`config.mk`:
```
export PLATFORM = sky130hd
export DESIGN_NAME = alu_op_issuer
export DESIGN_NICKNAME = d
export VERILOG_FILES = /design/src/rtl/alu_op_issuer.sv
export SDC_FILE = /design/constraint.sdc
export NUM_CORES = 1
export LEC_CHECK = 0
export ABC_AREA = 1
export ABC_CLOCK_PERIOD_IN_PS = 2200
export CAP_MARGIN = 0
export CORE_MARGIN = 1
export CORE_UTILIZATION = 49
export DETAILED_ROUTE_END_ITERATION = 8
export PLACE_DENSITY = 0.86
export SYNTH_ARGS = -nofsm -noshare
export SYNTH_HDL_FRONTEND = slang
export SYNTH_SLANG_ARGS = --single-unit
```
`constraint.sdc`:
```
create_clock -name clk -period 2.2 [get_ports clk]
set_input_delay 0.44 -clock clk [delete_from_list [all_inputs] [get_ports clk]]
set_output_delay 0.44 -clock clk [all_outputs]
set_load 0.05 [all_outputs]
```
`src/rtl/alu_op_issuer.sv`:
```
// Decodes an RV32 instruction plus register operands into an ALU operation and
// operand pair, and issues it through a registered two-entry skid buffer.
module alu_op_issuer #(
    parameter int DATA_WIDTH = 32,
    parameter int CNT_WIDTH  = 16
) (
    input  logic                  clk,
    input  logic                  reset,
    input  logic                  flush_i,
    input  logic                  in_valid_i,
    output logic                  in_ready_o,
    input  logic [31:0]           Instruction_i,
    input  logic [DATA_WIDTH-1:0] Rs1_Data_i,
    input  logic [DATA_WIDTH-1:0] Rs2_Data_i,
    output logic                  out_valid_o,
    input  logic                  out_ready_i,
    output logic [3:0]            ALU_Operation_o,
    output logic [DATA_WIDTH-1:0] A_o,
    output logic [DATA_WIDTH-1:0] B_o,
    output logic                  Illegal_o,
    output logic [CNT_WIDTH-1:0]  Op_Count_o
);

    // state    | meaning
    // ST_EMPTY | no entry buffered, outputs invalid
    // ST_MAIN  | main entry drives outputs, skid empty
    // ST_FULL  | main entry drives outputs, skid holds the next entry
    typedef enum logic [1:0] {
        ST_EMPTY = 2'd0,
        ST_MAIN  = 2'd1,
        ST_FULL  = 2'd2
    } occ_e;

    localparam logic [3:0] OP_ADD     = 4'b0000;
    localparam logic [3:0] OP_LUI     = 4'b1000;
    localparam logic [3:0] OP_OR      = 4'b1001;
    localparam logic [3:0] OP_SLLI    = 4'b1100;
    localparam logic [3:0] OP_ILLEGAL = 4'b1111;

    localparam logic [6:0] OPC_REG = 7'b0110011;
    localparam logic [6:0] OPC_IMM = 7'b0010011;
    localparam logic [6:0] OPC_LUI = 7'b0110111;

    occ_e                  state_q, state_d;
    logic                  in_ready_q, in_ready_d;
    logic [3:0]            main_op_q, main_op_d;
    logic [DATA_WIDTH-1:0] main_a_q, main_a_d;
    logic [DATA_WIDTH-1:0] main_b_q, main_b_d;
    logic                  main_ill_q, main_ill_d;
    logic [3:0]            skid_op_q, skid_op_d;
    logic [DATA_WIDTH-1:0] skid_a_q, skid_a_d;
    logic [DATA_WIDTH-1:0] skid_b_q, skid_b_d;
    logic                  skid_ill_q, skid_ill_d;
    logic [CNT_WIDTH-1:0]  cnt_q, cnt_d;

    logic [3:0]            dec_op;
    logic [DATA_WIDTH-1:0] dec_a;
    logic [DATA_WIDTH-1:0] dec_b;
    logic                  dec_ill;

    logic [6:0] opcode;
    logic [2:0] funct3;
    logic [6:0] funct7;
    logic       main_valid;
    logic       accept;
    logic       out_hs;
    logic       unused_rd;

    assign opcode    = Instruction_i[6:0];
    assign funct3    = Instruction_i[14:12];
    assign funct7    = Instruction_i[31:25];
    assign unused_rd = ^Instruction_i[11:7];

    // Anything not matched below falls through as an ILLEGAL entry with zero operands.
    always_comb begin
        dec_op  = OP_ILLEGAL;
        dec_a   = '0;
        dec_b   = '0;
        dec_ill = 1'b1;
        unique case (opcode)
            OPC_REG: begin
                if (funct7 == 7'b0000000 && (funct3 == 3'b000 || funct3 == 3'b110)) begin
                    dec_op  = (funct3 == 3'b000) ? OP_ADD : OP_OR;
                    dec_a   = Rs1_Data_i;
                    dec_b   = Rs2_Data_i;
                    dec_ill = 1'b0;
                end
            end
            OPC_IMM: begin
                if (funct3 == 3'b000 || funct3 == 3'b110) begin
                    dec_op  = (funct3 == 3'b000) ? OP_ADD : OP_OR;
                    dec_a   = Rs1_Data_i;
                    dec_b   = {{(DATA_WIDTH-12){Instruction_i[31]}}, Instruction_i[31:20]};
                    dec_ill = 1'b0;
                end else if (funct3 == 3'b001 && funct7 == 7'b0000000) begin
                    dec_op  = OP_SLLI;
                    dec_a   = Rs1_Data_i;
                    dec_b   = {{(DATA_WIDTH-5){1'b0}}, Instruction_i[24:20]};
                    dec_ill = 1'b0;
                end
            end
            OPC_LUI: begin
                dec_op  = OP_LUI;
                dec_a   = '0;
                dec_b   = {{(DATA_WIDTH-20){1'b0}}, Instruction_i[31:12]};
                dec_ill = 1'b0;
            end
            default: begin
                dec_op  = OP_ILLEGAL;
            end
        endcase
    end

    assign main_valid = (state_q != ST_EMPTY);
    assign accept     = in_valid_i & in_ready_q;
    assign out_hs     = main_valid & out_ready_i;

    always_comb begin
        state_d    = state_q;
        main_op_d  = main_op_q;
        main_a_d   = main_a_q;
        main_b_d   = main_b_q;
        main_ill_d = main_ill_q;
        skid_op_d  = skid_op_q;
        skid_a_d   = skid_a_q;
        skid_b_d   = skid_b_q;
        skid_ill_d = skid_ill_q;
        cnt_d      = cnt_q + {{(CNT_WIDTH-1){1'b0}}, out_hs};

        unique case (state_q)
            ST_EMPTY: begin
                if (accept) begin
                    main_op_d  = dec_op;
                    main_a_d   = dec_a;
                    main_b_d   = dec_b;
                    main_ill_d = dec_ill;
                    state_d    = ST_MAIN;
                end
            end
            ST_MAIN: begin
                if (accept && out_hs) begin
                    main_op_d  = dec_op;
                    main_a_d   = dec_a;
                    main_b_d   = dec_b;
                    main_ill_d = dec_ill;
                end else if (accept) begin
                    skid_op_d  = dec_op;
                    skid_a_d   = dec_a;
                    skid_b_d   = dec_b;
                    skid_ill_d = dec_ill;
                    state_d    = ST_FULL;
                end else if (out_hs) begin
                    state_d    = ST_EMPTY;
                end
            end
            ST_FULL: begin
                // in_ready is low here, so no accept can race the skid promotion.
                if (out_hs) begin
                    main_op_d  = skid_op_q;
                    main_a_d   = skid_a_q;
                    main_b_d   = skid_b_q;
                    main_ill_d = skid_ill_q;
                    state_d    = ST_MAIN;
                end
            end
            default: begin
                state_d = ST_EMPTY;
            end
        endcase

        if (flush_i) begin
            state_d = ST_EMPTY;
        end

        in_ready_d = (state_d != ST_FULL);
    end

    always_ff @(posedge clk) begin
        if (!reset) begin
            state_q    <= ST_EMPTY;
            in_ready_q <= 1'b1;
            main_op_q  <= '0;
            main_a_q   <= '0;
            main_b_q   <= '0;
            main_ill_q <= 1'b0;
            skid_op_q  <= '0;
            skid_a_q   <= '0;
            skid_b_q   <= '0;
            skid_ill_q <= 1'b0;
            cnt_q      <= '0;
        end else begin
            state_q    <= state_d;
            in_ready_q <= in_ready_d;
            main_op_q  <= main_op_d;
            main_a_q   <= main_a_d;
            main_b_q   <= main_b_d;
            main_ill_q <= main_ill_d;
            skid_op_q  <= skid_op_d;
            skid_a_q   <= skid_a_d;
            skid_b_q   <= skid_b_d;
            skid_ill_q <= skid_ill_d;
            cnt_q      <= cnt_d;
        end
    end

    assign in_ready_o      = in_ready_q;
    assign out_valid_o     = main_valid;
    assign ALU_Operation_o = main_op_q;
    assign A_o             = main_a_q;
    assign B_o             = main_b_q;
    assign Illegal_o       = main_ill_q;
    assign Op_Count_o      = cnt_q;

endmodule

```
**Yosys cells after proc, flatten, opt, wreduce, memory -nomap -nowiden**

Cells that the tools add are included.
W data, S select, Z words.

- Logic and storage cells: 77
- Memory bits (writable): 0
- Output and inout bits: 87
- Bits in latches: 0
- Memories kept: 0
- ROM bits: 0
- Register bits: 157
- Input bits: 101

- Shifts and indexed selects: 0
- Multipliers: 0
- Equality and inequality tests: 11
- Muxes and demuxes: 40
- Reduce and logical (&&, ||, !) cells: 11
- Bitwise operators: 3
- $add $sub $neg: 1
- Divide/modulo/power cells: 0
- Magnitude comparators: 0

Operator list:

| operator | count |
|---|---|
| $mux W32 | 11 |
| $pmux W32 S3 | 3 |
| $pmux W32 S2 | 1 |
| $mux W4 | 6 |
| $pmux W4 S3 | 2 |
| $add A16 B1 Y16 | 1 |
| $eq A7 B6 Y1 const B | 2 |
| $mux W2 | 7 |
| $ne A2 B2 Y1 const B | 4 |
| $eq A7 B5 Y1 const B | 1 |
| $logic_not A7 Y1 | 1 |
| $mux W1 | 6 |
| $pmux W1 S3 | 2 |
| $pmux W2 S3 | 1 |
| $mux W5 | 1 |
| $reduce_and A4 Y1 | 1 |
| $eq A3 B1 Y1 const B | 1 |
| $eq A3 B3 Y1 const B | 1 |
| $logic_and A1 B1 Y1 | 3 |
| $logic_not A3 Y1 | 1 |
| $reduce_and A3 Y1 | 1 |
| $reduce_bool A3 Y1 | 1 |
| $and A1 B1 Y1 | 2 |
| $eq A2 B1 Y1 const B | 1 |
| 5 further kinds | 5 |

**Depth between registers and ports, before layout**

- Word-level depth: 8
- Depth in mapped cells: 12
- Gate-level depth less buffers: 12

**Worst setup path before layout**

OpenSTA, ideal clock, no wires.

- Kind: register to register
- Start point: register cnt_q[0], in the netlist Op_Count_o[0]
- End point: register cnt_q[12], in the netlist Op_Count_o[12]
- Setup slack: 256 ps
- Data required time: 2,080 ps
- Clock period less this slack: 1,944 ps
- Cell stages (with the launch flop): 10
- Library setup time: 120 ps
- Arrival time: 1,824 ps
- Buffers on the path: 0
- Cell sequence: dfxtp_1 > ha_1 > ha_1 > nand3_1 > nor2_1 > nand3_1 > nor2_1 > nand2_1 > o21ai_0 > a21oi_1

- Longest elaborated chain between the ends: 1

Ends and longest elaborated chain:

| element | RTL line | RTL |
|---|---|---|
| start: declaration | 54 | `logic [CNT_WIDTH-1:0] cnt_q, cnt_d;` |
| start signal: assignment | 202 | `cnt_q <= cnt_d;` |
| $add A16 B1 Y16 | 128 | `cnt_d = cnt_q + {{(CNT_WIDTH-1){1'b0}}, out_hs};` |

No other way between the ends.
A chain may end at the register's enable or synchronous reset.

**Final worst setup path**

- Start point: register cnt_q[4], in the netlist Op_Count_o[4]
- End point: output port Op_Count_o[4]

RTL lines:

| element | RTL line | RTL |
|---|---|---|
| end: declaration | 21 | `output logic [CNT_WIDTH-1:0] Op_Count_o` |

No word-level cell between the ends.

==> metrics.yaml <==
setup_path:
  cp.arrival_ns: 1.68
  crit_chain: "clkdlybuf4s50_1"
  required_ns: 1.76
  cpMaxStageDelayCell: "clkdlybuf4s50_1"
  cp-end-kind: "primary output"
  r2r_end: "Op_Count_o[14]"
  cp-start-kind: "register"
  critPathTopFamily: "buffers and inverters"
  crit_start: "Op_Count_o[4]"
  rr_worst_depth: 10
  worst-path-max-fanout: 5
  max_stage_delay_ns: 0.84
  reg2reg_setup_slack_ns: 0.26
  critPathBufInv: 1
  critPathKind: "register to primary output"
  crit-reg2reg-launch: "state_q[0]"
power:
  power_leakage_nw: 4.22
  powerDensity_nw_per_um2: 719
  pwr-share-seq_pct: 41.9
  p_comb_share_pct: 14.8
  power.switching_mw: 1.82
  peakVddDrop_mv: 0.620
  finalPower_mw: 7.11
  p_int_mw: 5.29
  swShare_pct: 25.6
  clock_power_share_pct: 43.3
cells_and_area:
  fillCellCount: 1164
  final_core_util_pct: 70.2
  syn_to_final_growth_pct: 37.7
  drive_above_1_share_pct: 8.37
  final_area_um2: 9890
  final_cells: 1411
  finish.net_count: 1321
  num_antenna_cells: 0
floorplan:
  start_util_pct: 51.0
  fp.dieW_um: 123
  die-area_um2: 15100
  fp-row-count: 43
  core-area_um2: 14100
  ios: 188
  die_y_um: 123
detailed_routing:
  avgViaCountPerCell: 5.39
  drtPass1Iterations: 6
  wirelength_um: 20600
  drt_iter0_drc: 778
  wl_per_cell_um: 14.6
  vias: 7609
  drtAntennaViolNets: 0
  remaining_drc_errors: 0
synth:
  synthTopCellsByArea: "dfxtp_1 43%, a21oi_1 12%, nand2_1 9.1%"
  yosysTopAreaCellShare_pct: 43.2
  synth_area_per_cell_um2: 6.83
  yosysSeqAreaShare_pct: 43.2
  yosysMostFrequentCell: "a21oi_1"
  synth-main-ff-cell: "dfxtp_1"
  yosys.area.top_type: "dfxtp_1"
  synthTopCellsByCount: "177 x a21oi_1, 175 x nand2_1, 155 x dfxtp_1, 148 x nor2_1, 118 x o21ai_0"
  yosysWarnings: 0
  syn-num-nets: 1155
  yosysUniqueCellTypes: 27
  ys_ff_latch: 155
  synth_cells: 1052
  async_reset_ff_share_pct: 0
  synth_area_um2: 7180
  synth_edf_count: 0
sta:
  rsz0062_at_grt: "false"
  finClkSkew_ns: 0.00822
  fmax_mhz: 471
  setup_viol: 0
  slew_violations: 0
  fin_tns_setup_ns: 0
  slew_headroom_pct: 60.2
  hold_ws_ns: 0.469
  worst_slew_pin_slew_ns: 0.595
  fin_crit_sh_pct: 96.5
  fin_crit_ns: 2.12
  final_hold_viol_count: 0
  fin_ws_ns: 0.0762
clock_network:
  cts-resized-gates: 0
  h-tree-depth: 4
  cts_root_buffer: "clkbuf_16"
  ctsLongestPathBuffers: 2
  cts_setup_buffers: 0
  cts_hold_buf: 0
  clk_latency_ns: 0.43
  clk_pin_slew_worst_paths_ns: 0.06
  cts_tree: "done"
  numCtsBuffers: 17
  cts.sinks: 155
worst_hold_path:
  hp-class: "register to register"
  hold_path_end: "Op_Count_o[12]"
  hold_path_depth: 2
  holdCritStartpoint: "Op_Count_o[12]"
placement:
  preCtsSetupSlack_ns: -0.297
  numPortBuffers: 182
  place_area_um2: 9260
  gp_congestion: 0.970
  dp.cells: 1379
  dp_hpwl_um: 13300
global_route:
  globalRouteTotalUtil_pct: 27.8
  overflow: 0
  grt_pass1_vias: 7027
  grt_max_degree: 69
  grt_pass1_wl_um: 33300
  antenna_found_initial: 0
flow_run:
  cap_violations: 0
run_status:
  status: "complete, no violations"
-- power by group through the flow --
stage	Clock (mW)	Combinational [mW]	Sequential, mW
2_1_floorplan	0	0.302	3.31
3_3_place_gp	0	1.03	3.03
3_5_place_dp	0	1.04	3.04
4_1_cts	3.11	1.05	2.98
5_1_grt	3.24	1.12	2.99
6_report	3.08	1.05	2.98
-- cells by family after synthesis --
group	count (synthesis)	share of synthesized area (%)
AND/OR/NAND/NOR	410	24.3
AO/OA/AOI/OAI	323	22.6
buffers and inverters	160	9.37
flip-flops	155	43.2
XOR/XNOR	2	0.244
adder cells (fa/ha/maj)	2	0.348
-- how the worst max path moves through the flow --
stage	to	slack [ns]	depth (start not counted)
after floorplan	Op_Count_o[12]	0.26	9
after global placement	Op_Count_o[12]	-0.25	12
after detailed placement	Op_Count_o[12]	-0.30	12
after CTS	Op_Count_o[9]	0.06	1
after global routing	Op_Count_o[12]	0.001	12
final	Op_Count_o[4]	0.08	1
-- per-layer routing --
| layer | GRT usage [%] | part of all wire (%) |
|---|---|---|
| met5 | 0 | 0 |
| met4 | 8.21 | 1.5 |
| met3 | 5.90 | 7.0 |
| met2 | 47.5 | 48 |
| met1 | 35.1 | 43 |
-- final cells by class --
class | instances | area, um^2 | area share, %
clock inverters | 7 | 138 | 1.39
clock buffers | 25 | 475 | 4.81
multi-input cells | 737 | 3430 | 34.7
repair buffers | 215 | 2170 | 22.0
flip-flops and latches | 155 | 3100 | 31.4
well taps | 180 | 225 | 2.28
inverters | 92 | 345 | 3.49
-- flip-flops by register name (all words and copies together) (netlist names) --
| name | cells |
|---|---|
| state_q | 2 |
| skid_a_q | 32 |
| skid_b_q | 32 |
| Op_Count_o | 16 |
| B_o | 32 |
| in_ready_o | 1 |
| ALU_Operation_o | 4 |
| skid_op_q | 4 |
| A_o | 32 |
-- placed cells by master, fill, tap and decap left out, types with 17 or more instances in the layout --
cell type / synthesis / final
o21ai_0: 118 / 117
buf_4: 4 / 25
o21ai_1: 27 / 28
nor2_1: 148 / 144
nand3_1: 63 / 62
dfxtp_1: 155 / 155
inv_1: 76 / 76
nand2_1: 175 / 175
a21oi_1: 177 / 177
clkdlybuf4s50_1: 0 / 180
clkbuf_16: 0 / 17
No activity file was read; power rests on OpenSTA's default activity.
